==> config.mk <==
export PLATFORM = sky130hd
export DESIGN_NAME = dmem_arbiter
export DESIGN_NICKNAME = d
export VERILOG_FILES = /design/src/rtl/dmem_arbiter_pkg.sv /design/src/rtl/dmem_arbiter_rr.sv /design/src/rtl/dmem_arbiter.sv
export SDC_FILE = /design/constraint.sdc
export NUM_CORES = 1
export LEC_CHECK = 0
export ABC_CLOCK_PERIOD_IN_PS = 2350
export BUFFER_PORTS_ARGS = -buffer_cell sky130_fd_sc_hd__buf_4
export CORE_AREA = 3 3 92 94
export DETAILED_ROUTE_END_ITERATION = 10
export DIE_AREA = 0 0 95 97
export PLACE_DENSITY = 0.57
export SLEW_MARGIN = 15
export SYNTH_ARGS = -nofsm -noshare
export SYNTH_HDL_FRONTEND = slang
export SYNTH_SLANG_ARGS = --single-unit
export TNS_END_PERCENT = 1
==> constraint.sdc <==
create_clock -name clk -period 2.35 [get_ports clk]
set_input_delay 0.1175 -clock clk [delete_from_list [all_inputs] [get_ports clk]]
set_output_delay 0.1175 -clock clk [all_outputs]
set_load 0.01 [all_outputs]
==> src/rtl/dmem_arbiter_pkg.sv <==
// dmem_arbiter_pkg: shared state encoding, port indices and default widths
package dmem_arbiter_pkg;
  typedef enum logic {ST_IDLE = 1'b0, ST_ACCESS = 1'b1} state_t;
  localparam logic PORT_CPU = 1'b0;
  localparam logic PORT_HOST = 1'b1;
  localparam int DEF_ADDR_W = 11;
  localparam int DEF_DATA_W = 32;
endpackage

==> src/rtl/dmem_arbiter_rr.sv <==
// rr_arbiter2: 2-way picker, round-robin or port-0 priority on ties
module rr_arbiter2
  import dmem_arbiter_pkg::*;
(
  input  logic [1:0] req,
  input  logic       last_grant,
  input  logic       rr_en,
  output logic       grant,
  output logic       any
);
  always_comb begin
    any = |req;
    grant = &req ? (rr_en ? ~last_grant : PORT_CPU) : (req[1] ? PORT_HOST : PORT_CPU);
  end
endmodule

==> src/rtl/dmem_arbiter.sv <==
// dmem_arbiter: shares one single-port sync RAM between CPU and host ports
module dmem_arbiter
  import dmem_arbiter_pkg::*;
#(
  parameter int ADDR_W = DEF_ADDR_W,
  parameter int DATA_W = DEF_DATA_W,
  parameter bit RR_EN  = 1'b1
) (
  input  logic              clk,
  input  logic              rst,
  input  logic              p0_req,
  input  logic              p0_we,
  input  logic [ADDR_W-1:0] p0_addr,
  input  logic [DATA_W-1:0] p0_wdata,
  output logic              p0_ack,
  output logic [DATA_W-1:0] p0_rdata,
  output logic              cpu_stall,
  input  logic              p1_req,
  input  logic              p1_we,
  input  logic [ADDR_W-1:0] p1_addr,
  input  logic [DATA_W-1:0] p1_wdata,
  output logic              p1_ack,
  output logic [DATA_W-1:0] p1_rdata,
  output logic              mem_en,
  output logic              mem_we,
  output logic [ADDR_W-1:0] mem_addr,
  output logic [DATA_W-1:0] mem_wdata,
  input  logic [DATA_W-1:0] mem_rdata,
  output logic              busy
);
  state_t state, state_next;
  logic winner, last_grant, grant, any, issue;
  rr_arbiter2 u_arb (
    .req        ({p1_req, p0_req}),
    .last_grant (last_grant),
    .rr_en      (RR_EN),
    .grant      (grant),
    .any        (any)
  );
  always_ff @(posedge clk) begin
    if (rst) begin
      state <= ST_IDLE;
      winner <= PORT_CPU;
      last_grant <= PORT_HOST;
    end else begin
      state <= state_next;
      if (issue) winner <= grant;
      if (state == ST_ACCESS) last_grant <= winner;
    end
  end
  // Outputs are gated by rst so a reset landing in ACCESS suppresses the ack
  always_comb begin
    issue = ~rst & (state == ST_IDLE) & any;
    state_next = issue ? ST_ACCESS : ST_IDLE;
    mem_en = issue;
    mem_we = issue & (grant ? p1_we : p0_we);
    mem_addr = issue & grant ? p1_addr : p0_addr;
    mem_wdata = issue & grant ? p1_wdata : p0_wdata;
    busy = ~rst & (state == ST_ACCESS);
    p0_ack = busy & (winner == PORT_CPU);
    p1_ack = busy & (winner == PORT_HOST);
    p0_rdata = mem_rdata;
    p1_rdata = mem_rdata;
    cpu_stall = p0_req & ~p0_ack;
  end
endmodule

==> results of run 1 <==
-- cell families after synthesis --
family	share of synthesized area (%)
and+or+nand+nor	4.59
buffers and inverters	39.4
DFF	4.50
muxes	48.0
AOI/OAI and AO/OA	3.56
-- Yosys cell counts --
cell,instances,share of area (%)
a211o_1,1,0.66
a21boi_4,1,1.4
and2_1,1,0.47
buf_4,64,36
buf_6,4,3.4
dfxtp_1,3,4.5
mux2_2,4,3.4
mux2_4,39,44
mux2i_1,1,0.75
nand2_4,1,0.84
nand2b_1,1,0.47
nor2_2,1,0.47
nor2b_1,5,2.3
o21a_1,2,1.1
o21ai_0,1,0.37
-- path summary, 6_finish.rpt --
| check | from | to | slack, ns | cells past startpoint |
|---|---|---|---|---|
| hold reg to reg | winner | winner | 0.52 | 2 |
| setup reg to reg | state | winner | 0.99 | 3 |
| setup / recovery | state | mem_addr[9] | 0.38 | 4 |
| hold / removal | rst | last_grant | 0.13 | 2 |
-- registers in the layout, indices dropped and copies added, names as in the netlist --
register	cells
last_grant	1
state	1
winner	1
-- routing by layer --
metal | wire, µm | vias to the layer above | track usage, %
met3 | 575 | 9 | 2.95
met2 | 1830 | 102 | 12.1
li1 | - | 521 | -
met4 | 46 | 0 | 2.55
met1 | 1270 | 495 | 7.31
met5 | 0 | - | 0
-- area by class of cell --
type	instances	area [µm²]	share of cell area (%)
well taps	102	128	6.28
flip-flops and latches	3	60.1	2.95
repair buffers	140	1050	51.7
clock buffers	4	45.0	2.22
multi-input cells	58	749	36.9
-- power by group through the flow --
| stage | Combinational (mW) | Sequential (mW) | Clock (mW) |
|---|---|---|---|
| finish | 0.382 | 0.0604 | 0.150 |
| global route | 0.410 | 0.0610 | 0.157 |
| CTS | 0.389 | 0.0604 | 0.155 |
| detailed placement | 0.388 | 0.0611 | 0 |
| global placement | 0.384 | 0.0606 | 0 |
| floorplan | 0.282 | 0.0598 | 0 |
==> run metrics, run 1 <==
worst clock skew between 0.001 and 0.0015 ns; Cells after Synth approximately 130; Peak VDD IR 0.235 mV; RSZ-0062 raised after global routing false; delay-heaviest family, CP simple AND/OR/NAND/NOR gates; final hold vios 0; Max Slew Vio Count 0; Die Y-Extent 97 µm; Starting DRT DRC Count 7; syn nets 253; CTS tree done; Finished Layout Cells between 300 and 400; Post-CTS Setup Bufs 0; Total Nets Final 330; DPL Wire Length around 3.2 mm; crit path DAT 1.85 ns; Gate power share 64.5%; Min-Delay Path Class in2reg; Ports roughly 240; Placed Area between 1500 and 2000 µm²; H-tree level count 1; DRC Markers 0; placed instance count slightly above 300; layout cells sized above 1 between 90 and 100%; final WL approximately 3.7 mm; worst setup margin ~0.38 ns; # rows 32; Root Buffer clkbuf_8; Max clock buf depth 2; post-route design area a little over 2000 µm²; fin crit share between 80% and 90%; die width 95 µm; largest net degree at the start of global routing between 40 and 50; number of diodes 0; Switch Pwr approximately 160 µW; worst-path fanout max 44; sequential power share between 10% and 20%; clock sink total 3; Crit Path Class reg2out; vias per std cell 3.67; CP endpoint kind output port; Die ar. a little over 9000 µm²; clk slew on worst S/H paths 0.03 ns; CP cell instances nor2_2 -> nand2_4 -> mux2_4 -> buf_4; most frequent cells in the layout buf_4 (140), mux2_4 (39), nor2b_1 (5); Buffers & Inverters on Critical Path 1; Worst Setup Slack post-DPL just under 0.6 ns; post-DR wirelength/cell 12.1 µm; Period minus WS final ~2 ns; Final ANT Viol Nets 0; Crit path largest cell delay 0.47 ns; First-pass DRT Iterations 4; Mean Syn Cell Area approximately 10 µm²; Min Hold Slack ~0.13 ns; fmax roughly 510 MHz; Core ar. roughly 7700 µm²; Pleak about 1.2 nW; CTS Buf Count 3; number of fill cells roughly 800; register bit total from synthesis 3; clock power share between 20% and 30%; Pwr Density 291 nW/µm²; vias in the first global route roughly 1100; Sum Neg Setup Slack 0 ns; Final Power between 500 and 600 µW; outcome completed; Port-buffer cells 140; Cell variety after synth 15; Tot GR Track Use ~7%; sw frac 27.1%; most common cell after layout, fill and taps aside buf_4; Initial Utilization roughly 17%; Clk Latency, worst-skew pair around 0.21 ns; CTS Hold Buffers Added 0; global-route wire length before repair between 5 and 6 mm; Util after Layout a little over a quarter; initial antenna violation count 0; Startpoint Class flop; final setup fails 0; gr ovfl total 0; Max Cap Violations 0; Worst EP required 2.23 ns; post-synthesis sequential area ratio roughly 4.5%; Syn Std Cell Area approximately 1300 µm²; Max-slew headroom between 40% and 50%; slew of the pin with the lowest slew margin ~0.80 ns; Synth warnings 0; P&R area growth vs syn 52.3%; Vias 1127; crit path max-delay cell type mux2_4; post-cts resize count 0; Int Pwr 432 µW; Placer Congestion ~0.7
Note: power is estimated with default switching activity, not from simulation.
==> run 2, diff against run 1 <==
--- a/config.mk
+++ b/config.mk
@@ -5,12 +5,12 @@
 export SDC_FILE = /design/constraint.sdc
 export NUM_CORES = 1
 export LEC_CHECK = 0
-export ABC_CLOCK_PERIOD_IN_PS = 2350
+export ABC_CLOCK_PERIOD_IN_PS = 2000
 export BUFFER_PORTS_ARGS = -buffer_cell sky130_fd_sc_hd__buf_4
-export CORE_AREA = 3 3 92 94
+export CORE_AREA = 3 3 91 93
 export DETAILED_ROUTE_END_ITERATION = 10
-export DIE_AREA = 0 0 95 97
-export PLACE_DENSITY = 0.57
+export DIE_AREA = 0 0 94 96
+export PLACE_DENSITY = 0.58
 export SLEW_MARGIN = 15
 export SYNTH_ARGS = -nofsm -noshare
 export SYNTH_HDL_FRONTEND = slang
==> constraint.sdc (replaced) <==
create_clock -name clk -period 2 [get_ports clk]
set_input_delay 0.1 -clock clk [delete_from_list [all_inputs] [get_ports clk]]
set_output_delay 0.1 -clock clk [all_outputs]
set_load 0.01 [all_outputs]
==> run 2 against run 1 <==
Compared with the run above: via count fell by 4.2%; largest cell class unchanged; critical path type unchanged; routed wire length rose by 3.8%; sequential power rose by 17%; sequential share of layout area barely moved; power rose by 18%.
==> run metrics, run 2 (same netlist as run 1, synthesis figures left out) <==
outcome completed; Total Nets Final around 330; Buffers & Inverters on Critical Path 2; Initial Utilization between 10% and 20%; most frequent cells in the layout buf_4 (141), mux2_4 (39), nor2b_1 (5); worst-path fanout max 13; final WL a little under 4 mm; most frequent CP cell buf_4; Final ANT Viol Nets 0; Min Hold Slack 0.108 ns; CP endpoint kind output port; final hold vios 0; Pwr Density 339 nW/µm²; Switch Pwr roughly 190 µW; most common cell after layout, fill and taps aside buf_4; fmax 598 MHz; vias in the first global route ~1000; DRC Markers 0; gr ovfl total 0; Placer Congestion 0.666; hold path start rst; Die Y-Extent between 90 and 100 µm; Port-buffer cells 140; Sum Neg Setup Slack 0 ns; DPL Wire Length between 3 and 4 mm; Starting DRT DRC Count 8; RSZ-0062 raised after global routing false; Peak VDD IR between 0.2 and 0.25 mV; First-pass DRT Iterations 3; Min-Delay Path Class in2reg; Max Slew Vio Count 0; Max-slew headroom between 80 and 90%; layout cells sized above 1 92.3%; Worst EP required around 1.9 ns; Tot GR Track Use under 10%; Die ar. between 9000 and 10000 µm²; fin crit share between 80% and 90%; clock sink total 3; Vias around 1100; Period minus WS final around 1.7 ns; Ports between 200 and 250; Int Pwr approximately 510 µW; worst clock skew 0.000317 ns; Crit Path Class reg2out; H-tree level count 1; number of fill cells 818; crit path DAT ~1.6 ns; vias per std cell around 3.5; final setup fails 0; Core ar. approximately 7600 µm²; CTS tree done; sequential power share approximately a tenth; post-cts resize count 0; Startpoint Class flop; CTS Hold Buffers Added 0; crit path max-delay cell type dfxtp_1; crit path launch state; number of diodes 0; initial antenna violation count 0; Crit path largest cell delay ~0.33 ns; Max Cap Violations 0; post-DR wirelength/cell approximately 13 µm; largest net degree at the start of global routing 29; P&R area growth vs syn 54.4%; sw frac 26.9%; clock power share between 20% and 30%; slew of the pin with the lowest slew margin 0.249 ns; CP cell instances nor2_2 -> nand2_4 -> buf_4 -> mux2_4 -> buf_4; delay-heaviest family, CP buffers and inverters; FF-to-FF Start state; top flop regs last_grant (1), state (1), winner (1); Pleak 1.17 nW; clk slew on worst S/H paths ~0.03 ns; # rows 32; die width 94 µm; Root Buffer clkbuf_8; Gate power share 64.6%; global-route wire length before repair roughly 5.0 mm; Clk Latency, worst-skew pair around 0.21 ns; Max clock buf depth 2; CTS Buf Count 3; Post-CTS Setup Bufs 0
[run 2: final timing paths]
kind / endpoint / slack [ns] / cells past startpoint
max: mem_addr[8] / 0.33 / 5
min: last_grant / 0.11 / 2
max reg2reg: winner / 1.03 / 3
min reg2reg: winner / 0.53 / 2
[run 2: worst reg2reg max path: stages, from the launching register on]
cell     delay, ns
dfxtp_1       0.33
nor2_2        0.21
o21a_1        0.20
o21ai_0       0.10
[run 2: layout make-up]
cell class	count	area (µm²)	area share, %
timing repair buffer	142	1080	52.3
tap	102	128	6.19
clock buffer	4	45.0	2.19
multi-input combinational	58	749	36.4
sequential	3	60.1	2.91
[run 2: routing by layer]
layer | GRT usage (%) | share of wire [%] | up-vias
li1 | - | - | 525
met1 | 7.46 | 33 | 456
met2 | 11.1 | 49 | 91
met3 | 3.99 | 16 | 8
met4 | 2.89 | 1.7 | 0
met5 | 0 | 0 | -
[run 2: power by group through the flow]
stage	registers, mW	clock network (mW)	logic (mW)
after floorplan	0.0703	0	0.331
after global placement	0.0711	0	0.454
after detailed placement	0.0715	0	0.458
after CTS	0.0707	0.181	0.459
after global routing	0.0719	0.190	0.481
final	0.0707	0.177	0.451
[run 2: metrics by stage]
stage / power [mW] / instances / area [µm²] / setup slack, ns / util [%]
2_1_floorplan: 0.402 / 129 / 1340 / 0.822 / -
3_3_place_gp: 0.525 / 305 / 2020 / 0.595 / 26.5
3_5_place_dp: 0.529 / 305 / 2020 / 0.540 / 26.5
4_1_cts: 0.710 / 309 / 2060 / 0.308 / 27.1
5_1_grt: 0.744 / 309 / 2060 / 0.235 / 27.1
6_report: 0.698 / 309 / 2060 / 0.327 / 27.1
